$ cat config.mk
export PLATFORM = sky130hd
export DESIGN_NAME = pipe_ctrl
export DESIGN_NICKNAME = d
export VERILOG_FILES = /design/src/rtl/pipe_ctrl.sv
export SDC_FILE = /design/constraint.sdc
export NUM_CORES = 1
export LEC_CHECK = 0
export BUFFER_PORTS_ARGS = -buffer_cell sky130_fd_sc_hd__buf_2
export CORE_AREA = 2 2 39 41
export CTS_BUF_LIST = sky130_fd_sc_hd__clkbuf_2 sky130_fd_sc_hd__clkbuf_4 sky130_fd_sc_hd__clkbuf_8
export CTS_CLUSTER_SIZE = 20
export DETAILED_ROUTE_END_ITERATION = 12
export DIE_AREA = 0 0 41 43
export GPL_TIMING_DRIVEN = 0
export PLACE_DENSITY = 0.45
export SYNTH_ARGS = -nofsm -noshare
export SYNTH_HDL_FRONTEND = slang
export SYNTH_SLANG_ARGS = --single-unit
$ cat constraint.sdc
create_clock -name clk -period 1.95 [get_ports clk]
set_input_delay 0.39 -clock clk [delete_from_list [all_inputs] [get_ports clk]]
set_output_delay 0.39 -clock clk [all_outputs]
set_load 0.02 [all_outputs]
$ cat src/rtl/pipe_ctrl.sv
// Pipeline hazard/stall controller: RUN / DRAIN / HALTED FSM with combinational stage enables.
// Optional performance counters (stall_cnt, flush_cnt) enabled by defining PIPE_CTRL_PERF_EN.
module pipe_ctrl (
  input  logic        clk,
  input  logic        rst_n,
  input  logic        load_use,
  input  logic        branch_taken,
  input  logic        imem_busy,
  input  logic        dmem_busy,
  input  logic        halt_id,
  output logic        pc_we,
  output logic        ifid_we,
  output logic        exmem_we,
  output logic        memwb_we,
  output logic        ifid_flush,
  output logic        idex_bubble,
  output logic        halted
`ifdef PIPE_CTRL_PERF_EN
  ,
  output logic [15:0] stall_cnt,
  output logic [15:0] flush_cnt
`endif
);

  typedef enum logic [1:0] {RUN, DRAIN, HALTED} state_t;

  state_t     state_q, state_d;
  logic [1:0] drain_cnt_q, drain_cnt_d;

  always_ff @(posedge clk or negedge rst_n) begin
    if (!rst_n) begin
      state_q     <= RUN;
      drain_cnt_q <= 2'd0;
    end else begin
      state_q     <= state_d;
      drain_cnt_q <= drain_cnt_d;
    end
  end

  always_comb begin
    state_d     = state_q;
    drain_cnt_d = drain_cnt_q;
    pc_we       = 1'b1;
    ifid_we     = 1'b1;
    exmem_we    = 1'b1;
    memwb_we    = 1'b1;
    ifid_flush  = 1'b0;
    idex_bubble = 1'b0;
    halted      = 1'b0;
    if (!rst_n) begin
      // Outputs follow the asynchronous reset without waiting for a clock edge.
      {pc_we, ifid_we, exmem_we, memwb_we} = 4'b0000;
      ifid_flush  = 1'b1;
      idex_bubble = 1'b1;
      state_d     = RUN;
      drain_cnt_d = 2'd0;
    end else begin
      case (state_q)
        RUN: begin
          if (dmem_busy) begin
            {pc_we, ifid_we, exmem_we, memwb_we} = 4'b0000;
          end else if (branch_taken) begin
            ifid_flush  = 1'b1;
            idex_bubble = 1'b1;
          end else if (load_use) begin
            pc_we       = 1'b0;
            ifid_we     = 1'b0;
            idex_bubble = 1'b1;
          end else if (imem_busy) begin
            pc_we      = 1'b0;
            ifid_flush = 1'b1;
          end else if (halt_id) begin
            pc_we       = 1'b0;
            ifid_we     = 1'b0;
            state_d     = DRAIN;
            drain_cnt_d = 2'd3;
          end
        end
        DRAIN: begin
          if (dmem_busy) begin
            {pc_we, ifid_we, exmem_we, memwb_we} = 4'b0000;
          end else if (branch_taken) begin
            ifid_flush  = 1'b1;
            idex_bubble = 1'b1;
            state_d     = RUN;
            drain_cnt_d = 2'd0;
          end else begin
            pc_we       = 1'b0;
            ifid_we     = 1'b0;
            idex_bubble = 1'b1;
            // The cycle that takes the counter to zero is the last drain cycle.
            if (drain_cnt_q <= 2'd1) begin
              state_d     = HALTED;
              drain_cnt_d = 2'd0;
            end else begin
              drain_cnt_d = drain_cnt_q - 2'd1;
            end
          end
        end
        HALTED: begin
          {pc_we, ifid_we, exmem_we, memwb_we} = 4'b0000;
          halted = 1'b1;
        end
        default: state_d = RUN;
      endcase
    end
  end

`ifdef PIPE_CTRL_PERF_EN
  logic [15:0] stall_cnt_q, stall_cnt_d;
  logic [15:0] flush_cnt_q, flush_cnt_d;

  // A honoured branch is the only case where the PC advances while IF/ID is flushed.
  always_comb begin
    stall_cnt_d = stall_cnt_q;
    flush_cnt_d = flush_cnt_q;
    if (!pc_we && (state_q != HALTED) && (stall_cnt_q != 16'hFFFF))
      stall_cnt_d = stall_cnt_q + 16'd1;
    if (pc_we && ifid_flush && (flush_cnt_q != 16'hFFFF))
      flush_cnt_d = flush_cnt_q + 16'd1;
  end

  always_ff @(posedge clk or negedge rst_n) begin
    if (!rst_n) begin
      stall_cnt_q <= 16'd0;
      flush_cnt_q <= 16'd0;
    end else begin
      stall_cnt_q <= stall_cnt_d;
      flush_cnt_q <= flush_cnt_d;
    end
  end

  assign stall_cnt = stall_cnt_q;
  assign flush_cnt = flush_cnt_q;
`endif

endmodule

==> results of run 1 <==
## worst paths after layout
kind / end / slack (ns) / cells past startpoint
setup / recovery: pc_we / 0.12 / 4
hold / removal: state_q[0]$_DFFE_PN0P_ / 0.43 / 3
setup reg to reg: drain_cnt_q[1]$_DFFE_PN0P_ / 0.71 / 3
hold reg to reg: drain_cnt_q[1]$_DFFE_PN0P_ / 0.54 / 2
max in group asynchronous: state_q[0]$_DFFE_PN0P_ / 1.21 / 2
min in group asynchronous: drain_cnt_q[1]$_DFFE_PN0P_ / 0.57 / 2
## cell usage after synthesis
library cell and count:
a22oi_1 1, nand2b_1 2, and2b_2 1, or3b_4 1, buf_4 2, nor3b_1 2, and2_1 1, a21oi_1 2
nand3_1 3, o21ai_1 1, nand4_1 1, nor2b_1 2, nand3b_1 1, o21a_1 1, nand2_1 4, nor2_1 3
nor3_1 1, nor4_1 1, nor3_2 1, inv_1 2, o31ai_1 1, o21ai_0 3, dfrtp_1 4, a21boi_1 2
## sequential cells by signal (all words and copies together) (netlist names)
| name | cells |
|---|---|
| drain_cnt_q | 2 |
| state_q | 2 |
## cells in the final DEF (no fill, tap or decap), drive strengths merged
cell	n
buf	15
nand2	4
dfrtp	4
o21ai	4
nor2	3
nand3	3
clkbuf	3
nor3b	2
inv	2
nand2b	2
a21boi	2
nor2b	2
a21oi	2
nor3	2
o31ai	1
and2b	1
a22oi	1
nor4	1
and2	1
nand3b	1
or3b	1
o21a	1
nand4	1
dlygate4sd3	1
## per-stage QoR
| step | util (%) | cell area (um2) |
|---|---|---|
| finish | 33.6 | 465 |
| global route | 33.6 | 465 |
| CTS | 33.0 | 457 |
| detailed placement | 30.2 | 418 |
| global placement | 30.2 | 418 |
| floorplan | - | 333 |
## final cells by class
cell class | instances | area (um2)
buffer | 2 | 15.0
timing repair buffer | 14 | 75.1
multi-input combinational | 35 | 225
tap | 16 | 20.0
sequential | 4 | 100
inverter | 2 | 7.51
fill | 165 | 918
clock buffer | 3 | 22.5
## cell families after synthesis
| family | Yosys count | synth area share, % |
|---|---|---|
| flops | 4 | 30.1 |
| compound gates | 11 | 20.3 |
| buf+inv | 4 | 6.77 |
| simple gates | 24 | 42.9 |
## what timing repair did
action / in CTS / in global routing
hold buffers: 1 / 0
hold endpoints to repair: 4 / 0
gates resized for setup: 1 / 1
setup endpoints to repair: 2 / 2
## metal layers
metal,vias up,share of wire [%],global-route usage (%)
met5,-,0,0
met4,0,0,4.00
met3,0,6.1,6.28
met2,9,46,13.1
met1,158,48,15.6
li1,187,-,-
## critical path, stage by stage, from the launching register on
cell,delay [ns]
dfrtp_1,0.46
nor4_4,0.36
nand2_1,0.09
a21boi_1,0.14
buf_2,0.17
## power groups by stage
stage                     logic (mW)  clock network [mW]  registers [mW]
after floorplan               0.0310                   0          0.0869
after global placement        0.0533                   0          0.0872
after detailed placement      0.0533                   0          0.0872
after CTS                     0.0555               0.105          0.0863
after global routing          0.0630               0.114          0.0865
final                         0.0563              0.0986          0.0864
==> results.md, run 1 <==
* Layout Cells excl Fill at 76
* Leakage at 0.228 nW
* Clock network fraction of total power at 40.9%
* Largest area contributor in the netlist: dfrtp_1
* Hold Path Class: in2reg
* Clock-pin slew on the worst setup and hold paths at 0.03 ns
* Sw frac at 26.8%
* Htree depth at 1
* Diode count at 0
* Tmin final at 1.83 ns
* Crit path launch type: register
* Full die area at 1760 um2
* Crit path kind: reg2out
* Fin worst setup slack at 0.124 ns
* # port buffers at 13
* Setup Skew at 0.000500 ns
* DP Cell Count at 72
* Gate Count Post-Synth at 43
* Top cell type's share of synthesized area at 30.1%
* ANT nets after route at 0
* Register area share after synthesis at 30.1%
* Starting Density at 24.1%
* Worst Max-Slew Pin Slew at 0.264 ns
* Design Power at 0.241 mW
* CTS tree: built
* Syn_nets at 50
* Post-CTS setup buffer count at 0
* Max_slew headroom at 82.3%
* Comb pwr share at 23.3%
* Final hold viol count at 0
* DRT iter0 DRCs at 3
* Maximum fanout along the worst path at 8
* Area growth syn-to-layout at 39.8%
* Initial antenna violation count at 0
* CTS buffer count at 3
* F_max at 0.548 GHz
* Max-cap violations at 0
* Root buf cell: clkbuf_4
* First-pass GRT wire length at 1.26 mm
* Vias post-DR at 354
* Worst vdd ir at 0.255 mV
* HP Start: rst_n
* Avg WL per Cell at 9.99 um
* P_sw at 0.0647 mW
* Top post-synthesis cells by area: dfrtp_1, nand3_1, o21ai_0, a21boi_1, buf_4
* Sequential fraction of design power at 35.8%
* CP required at 1.56 ns
* Clock Path Buffers at 2
* Row Count at 14
* Tot GR Track Use at 10.9%
* Die span in y at 43 um
* Setup Viol. Count Final at 0
* Capturing element type of the critical path: output port
* # IOs at 14
* DRT Pass-1 Iters at 2
* RSZ-0062 raised after global routing: no
* Post-Syn Area at 333 um2
* Period utilization at 93.7%
* Skew-Pair Late Insertion Delay at 0.23 ns
* Largest net degree at the start of global routing at 11
* Yosys cell types at 24
* Crit path DAT at 1.44 ns
* Synth Warn # at 0
* NumNets Final at 69
* Hold WS at 0.431 ns
* Seq cells post-synth at 4
* Pre-CTS WS at 0.176 ns
* Ratio of cells with drive above 1 in the final layout at 36.7%
* Setup TNS Final at 0 ns
* Pwr per Cell Area at 518 nW/um2
* GRT overflow at 0
* Status: complete, no violations
* Crit path launch: state_q[0]$_DFFE_PN0P_
* Via/cell ratio at 4.66
* Syn avg cell area at 7.74 um2
* Routed WL at 759 um
* Core area at 1380 um2
* Internal at 0.177 mW
* Worst reg2reg startpoint: state_q[0]$_DFFE_PN0P_
* Overall die width at 41 um
* Vias in the first global route at 285
* Global placer's final weighted congestion at 0.725
* Clock Sink Count at 4
* Drt drc at 0
* HPWL after DPL at 612 um
* Slew Limit Fails at 0
Power figures use the tool's default switching activity.
==> run 2, diff against run 1 <==
--- a/config.mk
+++ b/config.mk
@@ -5,6 +5,7 @@
 export SDC_FILE = /design/constraint.sdc
 export NUM_CORES = 1
 export LEC_CHECK = 0
+export ABC_AREA = 1
 export BUFFER_PORTS_ARGS = -buffer_cell sky130_fd_sc_hd__buf_2
 export CORE_AREA = 2 2 39 41
 export CTS_BUF_LIST = sky130_fd_sc_hd__clkbuf_2 sky130_fd_sc_hd__clkbuf_4 sky130_fd_sc_hd__clkbuf_8
@@ -12,7 +13,7 @@
 export DETAILED_ROUTE_END_ITERATION = 12
 export DIE_AREA = 0 0 41 43
 export GPL_TIMING_DRIVEN = 0
-export PLACE_DENSITY = 0.45
+export PLACE_DENSITY = 0.51
 export SYNTH_ARGS = -nofsm -noshare
 export SYNTH_HDL_FRONTEND = slang
 export SYNTH_SLANG_ARGS = --single-unit
==> run 2 against run 1 <==
Non-clock buffer count is the same. Count of clock-buffer cells in the layout unchanged. Final cell count grew 29%. Clock power hardly changed. Critical path depth up 2. Register-to-register slack improved by 0.15 ns. Global-route usage is 1.5 points higher. Design area rose by 12%. Critical path type unchanged. Largest power group is now combinational logic.
==> results.md, run 2 <==
* Pre-CTS WS at 0.364 ns
* NumNets Final at 91
* Maximum fanout along the worst path at 7
* Skew-Pair Late Insertion Delay at 0.23 ns
* Levels on crit path at 6
* Hold_buf cts at 1
* # IOs at 14
* Full die area at 1760 um2
* Initial antenna violation count at 0
* Finished Cell Area at 522 um2
* Root buf cell: clkbuf_4
* Post-Syn Area at 404 um2
* Tmin final at 1.79 ns
* Fin worst setup slack at 0.157 ns
* Fillers at 158
* Htree depth at 1
* Max-cap violations at 0
* Worst Max-Slew Pin Slew at 0.214 ns
* ANT nets after route at 0
* Post-DP Area at 489 um2
* Top post-synthesis cells by area: dfrtp_1, nand2_1, nor2_1, nand3_1, inv_1
* Commonest cells in the netlist: nand2_1, nor2_1, inv_1
* Vias in the first global route at 386
* Commonest non-fill, non-tap cells in the layout: nand2_1, buf_2, nor2_1, inv_1, nand3_1
* Period utilization at 91.9%
* First-pass GRT wire length at 1.48 mm
* Design Power at 0.370 mW
* Worst vdd ir at 0.363 mV
* Die span in y at 43 um
* HPWL after DPL at 696 um
* Avg WL per Cell at 8.71 um
* Setup TNS Final at 0 ns
* Ratio of cells with drive above 1 in the final layout at 34.1%
* Via/cell ratio at 4.56
* Hold Path Class: in2reg
* Overall die width at 41 um
* Largest area contributor in the netlist: dfrtp_1
* Crit path kind: reg2out
* Commonest non-fill, non-tap cell in the layout: nand2_1
* DP Cell Count at 94
* DRT Pass-1 Iters at 4
* Clock Path Buffers at 2
* Setup Skew at 0.00381 ns
* Max_slew headroom at 85.7%
* Area growth syn-to-layout at 29.1%
* Status: complete, no violations
* Worst hold stages at 4
* Layout Cells excl Fill at 98
* Drt drc at 0
* Largest net degree at the start of global routing at 11
* Core area at 1380 um2
* Seq cells post-synth at 4
* Gate Count Post-Synth at 65
* Capturing element type of the critical path: output port
* Global placer's final weighted congestion at 0.750
* RSZ-0062 raised after global routing: no
* Crit-path cells: nor2_4 -> nand4_1 -> nand2_1 -> nand2_1 -> nor2_2 -> buf_2
* Synth Warn # at 0
* Critical path buffers and inverters at 1
* Clock Sink Count at 4
* Syn avg cell area at 6.22 um2
* CTS resizes at 0
* DRT iter0 DRCs at 5
* Yosys cell types at 19
* Register area share after synthesis at 24.8%
* Layout Utilization at 37.7%
* F_max at 0.558 GHz
* CP top delay family: simple AND/OR/NAND/NOR gates
* Post-synth EDFFs at 0
* Pwr per Cell Area at 710 nW/um2
* Slew Limit Fails at 0
* Clock-pin slew on the worst setup and hold paths at 0.04 ns
* Reg2reg path depth at 6
* Max incr delay on CP at 0.43 ns
* # port buffers at 13
* Post-synth ARST share at 100%
* CTS buffer count at 3
* Diode count at 0
* Crit path launch type: register
* Row Count at 14
* Syn_nets at 72
* GRT overflow at 0
* Routed WL at 854 um
* Most common cell in the netlist: nand2_1
* Final hold viol count at 0
* Worst path most repeated cell: nand2_1
* Tot GR Track Use at 12.4%
* Top cell type's share of synthesized area at 24.8%
* Slowest-stage cell, CP: dfrtp_1
* CTS tree: built
* Main synth FF type: dfrtp_1
* Setup Viol. Count Final at 0
* Starting Density at 29.2%
* Largest registers: drain_cnt_q: 2 flops, state_q: 2 flops
* Vias post-DR at 447
* Leakage at 0.293 nW
* Crit path DAT at 1.40 ns
* CP required at 1.56 ns
* Hold WS at 0.497 ns
* Post-CTS setup buffer count at 0
-- run 2: report_power, final --
part	internal [mW]	switching (mW)
Sequential	0.103	0.0200
Combinational	0.0555	0.0936
Clock	0.0686	0.0300
-- run 2: worst register-to-register path, cell delays in order, from the launching register on --
cell	delay [ns]
dfrtp_1	0.43
nor2_4	0.24
nor2_4	0.06
nand2_1	0.08
nand3_1	0.08
nand2_1	0.06
nand2_1	0.05
-- run 2: worst paths after layout --
| check | to | start | slack (ns) |
|---|---|---|---|
| worst min-delay path | state_q[0]$_DFFE_PN0P_ | dmem_busy | 0.50 |
| min in group asynchronous | state_q[0]$_DFFE_PN0P_ | rst_n | 0.54 |
| max in group asynchronous | drain_cnt_q[0]$_DFFE_PN0P_ | rst_n | 1.24 |
| worst max register to register | state_q[0]$_DFFE_PN0P_ | state_q[1]$_DFFE_PN0P_ | 0.86 |
| worst min register to register | drain_cnt_q[0]$_DFFE_PN0P_ | drain_cnt_q[0]$_DFFE_PN0P_ | 0.52 |
| worst max-delay path | pc_we | state_q[1]$_DFFE_PN0P_ | 0.16 |
-- run 2: layout make-up --
class / count / area, um2 / share of cell area [%]
well taps: 16 / 20.0 / 3.84
flip-flops and latches: 4 / 100 / 19.2
clock buffers: 3 / 22.5 / 4.32
multi-input cells: 48 / 244 / 46.8
repair buffers: 14 / 75.1 / 14.4
inverters: 11 / 41.3 / 7.91
plain buffers: 2 / 18.8 / 3.60
-- run 2: cell families after synthesis --
family,count (synthesis),synth area share (%)
flops,4,24.8
buf+inv,13,14.9
compound gates,5,8.05
simple gates,43,52.3
-- run 2: per-layer routing --
metal	GRT usage (%)	routed length, um
met1	15.7	404
met4	8.00	0
met5	0	0
met2	17.8	412
met3	3.14	37
